--- src/rtl/sha256_msg_sched_pkg.sv ---
// sha256_msg_sched_pkg: shared widths, FSM encoding and sigma rotate/shift amounts for the message scheduler.
package sha256_msg_sched_pkg;
  localparam int WORD_W = 32;
  localparam int WIN_DEPTH = 16;
  localparam int S0_R1 = 7;
  localparam int S0_R2 = 18;
  localparam int S0_SH = 3;
  localparam int S1_R1 = 17;
  localparam int S1_R2 = 19;
  localparam int S1_SH = 10;
  typedef logic [WORD_W-1:0] word_t;
  typedef enum logic [1:0] {ST_IDLE = 2'd0, ST_LOAD = 2'd1, ST_EMIT = 2'd2} state_e;
  function automatic word_t rotr(input word_t x, input int n);
    return (x >> n) | (x << (WORD_W - n));
  endfunction
  function automatic word_t sigma0(input word_t x);
    return rotr(x, S0_R1) ^ rotr(x, S0_R2) ^ (x >> S0_SH);
  endfunction
  function automatic word_t sigma1(input word_t x);
    return rotr(x, S1_R1) ^ rotr(x, S1_R2) ^ (x >> S1_SH);
  endfunction
endpackage

--- src/rtl/sha256_msg_sched_m32.sv ---
// sha256_msg_sched_m32: combinational word expansion y = sigma1(b) + c + sigma0(d) + a mod 2^32.
module sha256_msg_sched_m32
  import sha256_msg_sched_pkg::*;
(
  input  logic [WORD_W-1:0] a,
  input  logic [WORD_W-1:0] b,
  input  logic [WORD_W-1:0] c,
  input  logic [WORD_W-1:0] d,
  output logic [WORD_W-1:0] y
);
  assign y = sigma1(b) + c + sigma0(d) + a;
endmodule

--- src/rtl/sha256_msg_sched.sv ---
// sha256_msg_sched: loads 16 message words, then streams NUM_ROUNDS schedule words with valid/ready.
module sha256_msg_sched
  import sha256_msg_sched_pkg::*;
#(
  parameter int NUM_ROUNDS = 64
) (
  input  logic              clk_i,
  input  logic              rst_i,
  input  logic              start_i,
  input  logic              in_valid_i,
  input  logic [WORD_W-1:0] in_data_i,
  output logic              in_ready_o,
  output logic              w_valid_o,
  output logic [WORD_W-1:0] w_data_o,
  output logic [5:0]        w_idx_o,
  input  logic              w_ready_i,
  output logic              busy_o,
  output logic              done_o
);
  localparam logic [5:0] LAST = 6'(NUM_ROUNDS - 1);
  state_e state_q, state_d;
  logic [5:0] cnt_q, cnt_d;
  word_t win_q [WIN_DEPTH];
  word_t win_d [WIN_DEPTH];
  logic done_q, done_d;
  word_t exp_w;
  logic in_acc, w_acc;
  sha256_msg_sched_m32 u_m32 (
    .a(win_q[0]),
    .b(win_q[14]),
    .c(win_q[9]),
    .d(win_q[1]),
    .y(exp_w)
  );
  assign in_ready_o = state_q == ST_LOAD;
  assign w_valid_o  = state_q == ST_EMIT;
  assign busy_o     = state_q != ST_IDLE;
  assign done_o     = done_q;
  assign w_idx_o    = w_valid_o ? cnt_q : '0;
  // The first 16 rounds replay the loaded window; later rounds use the unregistered expansion.
  assign w_data_o   = !w_valid_o ? '0 : (cnt_q < 6'd16) ? win_q[cnt_q[3:0]] : exp_w;
  assign in_acc     = in_ready_o && in_valid_i;
  assign w_acc      = w_valid_o && w_ready_i;
  always_comb begin
    state_d = state_q;
    cnt_d   = cnt_q;
    win_d   = win_q;
    done_d  = 1'b0;
    if (state_q == ST_IDLE && start_i) begin
      state_d = ST_LOAD;
      cnt_d   = '0;
    end
    if (in_acc) begin
      win_d[cnt_q[3:0]] = in_data_i;
      cnt_d   = (cnt_q == 6'd15) ? '0 : cnt_q + 6'd1;
      state_d = (cnt_q == 6'd15) ? ST_EMIT : ST_LOAD;
    end
    if (w_acc) begin
      if (cnt_q >= 6'd16) begin
        for (int i = 0; i < WIN_DEPTH - 1; i++) win_d[i] = win_q[i+1];
        win_d[WIN_DEPTH-1] = exp_w;
      end
      cnt_d   = (cnt_q == LAST) ? '0 : cnt_q + 6'd1;
      state_d = (cnt_q == LAST) ? ST_IDLE : ST_EMIT;
      done_d  = cnt_q == LAST;
    end
  end
  always_ff @(posedge clk_i or posedge rst_i) begin
    if (rst_i) begin
      state_q <= ST_IDLE;
      cnt_q   <= '0;
      win_q   <= '{default: '0};
      done_q  <= 1'b0;
    end else begin
      state_q <= state_d;
      cnt_q   <= cnt_d;
      win_q   <= win_d;
      done_q  <= done_d;
    end
  end
endmodule
--- config.mk ---
export PLATFORM = sky130hd
export DESIGN_NAME = sha256_msg_sched
export DESIGN_NICKNAME = d
export VERILOG_FILES = /design/src/rtl/sha256_msg_sched_pkg.sv /design/src/rtl/sha256_msg_sched_m32.sv /design/src/rtl/sha256_msg_sched.sv
export SDC_FILE = /design/constraint.sdc
export NUM_CORES = 2
export LEC_CHECK = 0
export BUFFER_PORTS_ARGS = -buffer_cell sky130_fd_sc_hd__buf_4
export CAP_MARGIN = 15
export CORE_ASPECT_RATIO = 0.75
export CORE_UTILIZATION = 40
export CTS_CLUSTER_DIAMETER = 50
export DETAILED_ROUTE_END_ITERATION = 8
export SYNTH_ARGS = -nofsm -noshare
export SYNTH_HDL_FRONTEND = slang
export SYNTH_SLANG_ARGS = --single-unit
--- constraint.sdc ---
create_clock -name clk_i -period 28.9 [get_ports clk_i]
set_input_delay 4.335 -clock clk_i [delete_from_list [all_inputs] [get_ports clk_i]]
set_output_delay 4.335 -clock clk_i [all_outputs]
set_load 0.02 [all_outputs]
==> run metrics <==
io pins=79; area of the die=0.0839 mm2; CTS root buf=clkbuf_16; crit path time final=9.85 ns; Slew HR=20.7%; Sink Count=521; Cells after DPL=4174; max cap viols=0; Worst Hold Class=reg -> reg; vias in the first global route=23100; initial antenna violation count=3; Post-Syn Area=0.0331 mm2; Non-Filler Instances=4266; clk_lat worst skew=0.64 ns; Initial DRC Count=2604; critical path peak fanout=6; register bit count reported by yosys=521; first-pass GRT wire length=156 mm; CP Data Arrival Time=5.51 ns; async set-reset flop share out of synthesis=100%; CTS resizes=0; die height=251 um; Mean Syn Cell Area=10.2 um2; Mapped Nets=3391; Nets=3259; Post-synth EDFFs=0; total CTS buffers=53; Area Growth Syn to Fin=8.31%; Most used DFF post-synth=dfrtp_1; Final Cycle Share=34.1%; fillers=7733; Worst-path clk slew=0.06 ns; Final Hold Fails=0; hpwl dp=68.0 mm; cell count after synthesis=3257; GRT Resource Usage Total=24.7%; Setup crit end kind=primary output; routability congestion estimate=0.974; PortBufs=78; Worst-Margin Slew=1.19 ns; final setup violating endpoints=0; setup ws final=19.05 ns; drt first pass iters=5; post-synthesis sequential area ratio=39.4%; Avg WL per Cell=24.1 um; commonest non-fill, non-tap cells in the layout=579 x nand2_1, 517 x dfrtp_1, 503 x mux2i_1; total core area=0.0812 mm2; Max Root-Sink Buffers=3; commonest non-fill, non-tap cell in the layout=nand2_1; startpoint class of the critical path=flop; Place WS=19.86 ns; status=completed; Peak Freq=102 MHz; Die X=334 um; DRT Wirelength=103 mm; Req. time, crit path=24.57 ns; vias post-DR=24300; H-tree depth=2; unrepaired setup endpoints after global routing=no; critical path class=reg -> out; Rows=90; setup tns final=0 ns; TritonCTS clock tree=done; share of layout cells above drive strength 1=12.6%; synth unique cells=69; Routed Antenna Nets=0; Final Slew Violations=0; hold_buf cts=0; clk_skew=0.0179 ns; initial cell density of the core=40.7%; Post-CTS Setup Bufs=0; largest net degree at the start of global routing=278; Yosys warning total=0; grt ovf=0; Remaining DRCs=0; vias per cell=5.71
-- state kept, by name, indices dropped and copies added (netlist names) --
| name | count |
|---|---|
| cnt_q | 6 |
| done_o | 1 |
| state_q | 2 |
| win_q | 512 |
-- kinds of logic after synthesis --
family	count (synthesis)	synth area share [%]
buffers and inverters	444	5.67
xor gates and xnor gates	151	4.00
DFF	521	39.4
adders and majority gates	97	5.08
muxes	668	26.3
and+or+nand+nor	714	8.79
AOI/OAI and AO/OA	662	10.8
-- path summary, 6_finish.rpt --
kind	slack, ns	startpoint	cells past startpoint	to
setup / recovery	19.05	win_q[55]	16	w_data_o[31]
hold / removal	0.50	win_q[422]	2	win_q[454]
setup reg to reg	24.03	state_q[0]	10	win_q[14]
hold reg to reg	0.50	win_q[422]	2	win_q[454]
max in group asynchronous	22.61	rst_i	4	win_q[327]
min in group asynchronous	3.86	rst_i	2	win_q[378]
-- cell usage after synthesis (3+ instances only) --
cell type  count  area share (%)
o21bai_1       5            0.11
a22o_1         3           0.079
nand4_1        8            0.15
buf_1         21            0.24
nor2b_1       10            0.19
or3_1          6            0.11
and3_1         6            0.11
buf_2         90             1.4
a21o_1        17            0.39
dfrtp_1      521              39
nand2b_1       6            0.11
mux4_2       160              11
a2111oi_0      3           0.079
o21ai_0      152             2.3
nor2_1        45            0.51
nand2_1      579             6.6
buf_6          6            0.20
and2_1         7            0.13
nor3_1         9            0.14
buf_4         13            0.30
o211ai_1       3           0.068
a21oi_1       62            0.94
nor2_2         6            0.11
xnor2_1      122             3.2
mux2_2         5            0.17
nor4b_1        3           0.079
mux2i_1      503              15
clkbuf_1     174             2.0
inv_1        138             1.6
fa_1          62             3.8
ha_1          35             1.3
a31oi_1        6            0.11
xor2_1        29            0.77
nand3_1       16            0.24
o21ai_1      373             5.6
a211oi_1      12            0.27
-- critical path, cell delays in order (launching register included) --
cell	delay [ns]
dfrtp_1	0.65
xnor2_1	0.16
xnor2_1	0.17
fa_1	0.54
inv_1	0.06
fa_1	0.48
inv_1	0.05
ha_1	0.43
nand3_1	0.29
nor2_1	0.32
and2_1	0.19
a31oi_2	0.17
o21ai_1	0.49
nand4_1	0.19
mux2i_1	0.15
nor3_1	0.34
buf_4	0.22
-- layer usage --
layer,vias to the layer above,routed length [um],GRT usage (%)
li1,11000,-,-
met1,12300,49900,38.7
met2,834,42700,34.4
met3,122,8360,5.34
met4,2,2070,5.24
met5,-,4,0
-- stage by stage --
step	hold slack (ns)	instance area, um2	utilization, %
4_1_cts	0.502	35800	44.1
2_1_floorplan	0.465	33100	-
3_3_place_gp	0.485	34100	42.0
3_5_place_dp	0.488	34100	42.0
5_1_grt	0.531	35800	44.1
6_report	0.500	35800	44.1
-- area by class of cell --
cell class                      count  area (um2)  area share [%]
Antenna cell                        2        5.00          0.0140
Clock inverter                     17         181           0.506
Multi-Input combinational cell   2292       18300            51.0
Tap cell                         1104        1380            3.86
Sequential cell                   521       13000            36.4
Timing Repair Buffer              118         911            2.54
Clock buffer                       73        1500            4.19
Inverter                          139         529            1.48
Power is left out: the tool's default activity adds up to more than one toggle a clock period on the data nets, which glitch-free logic cannot reach.
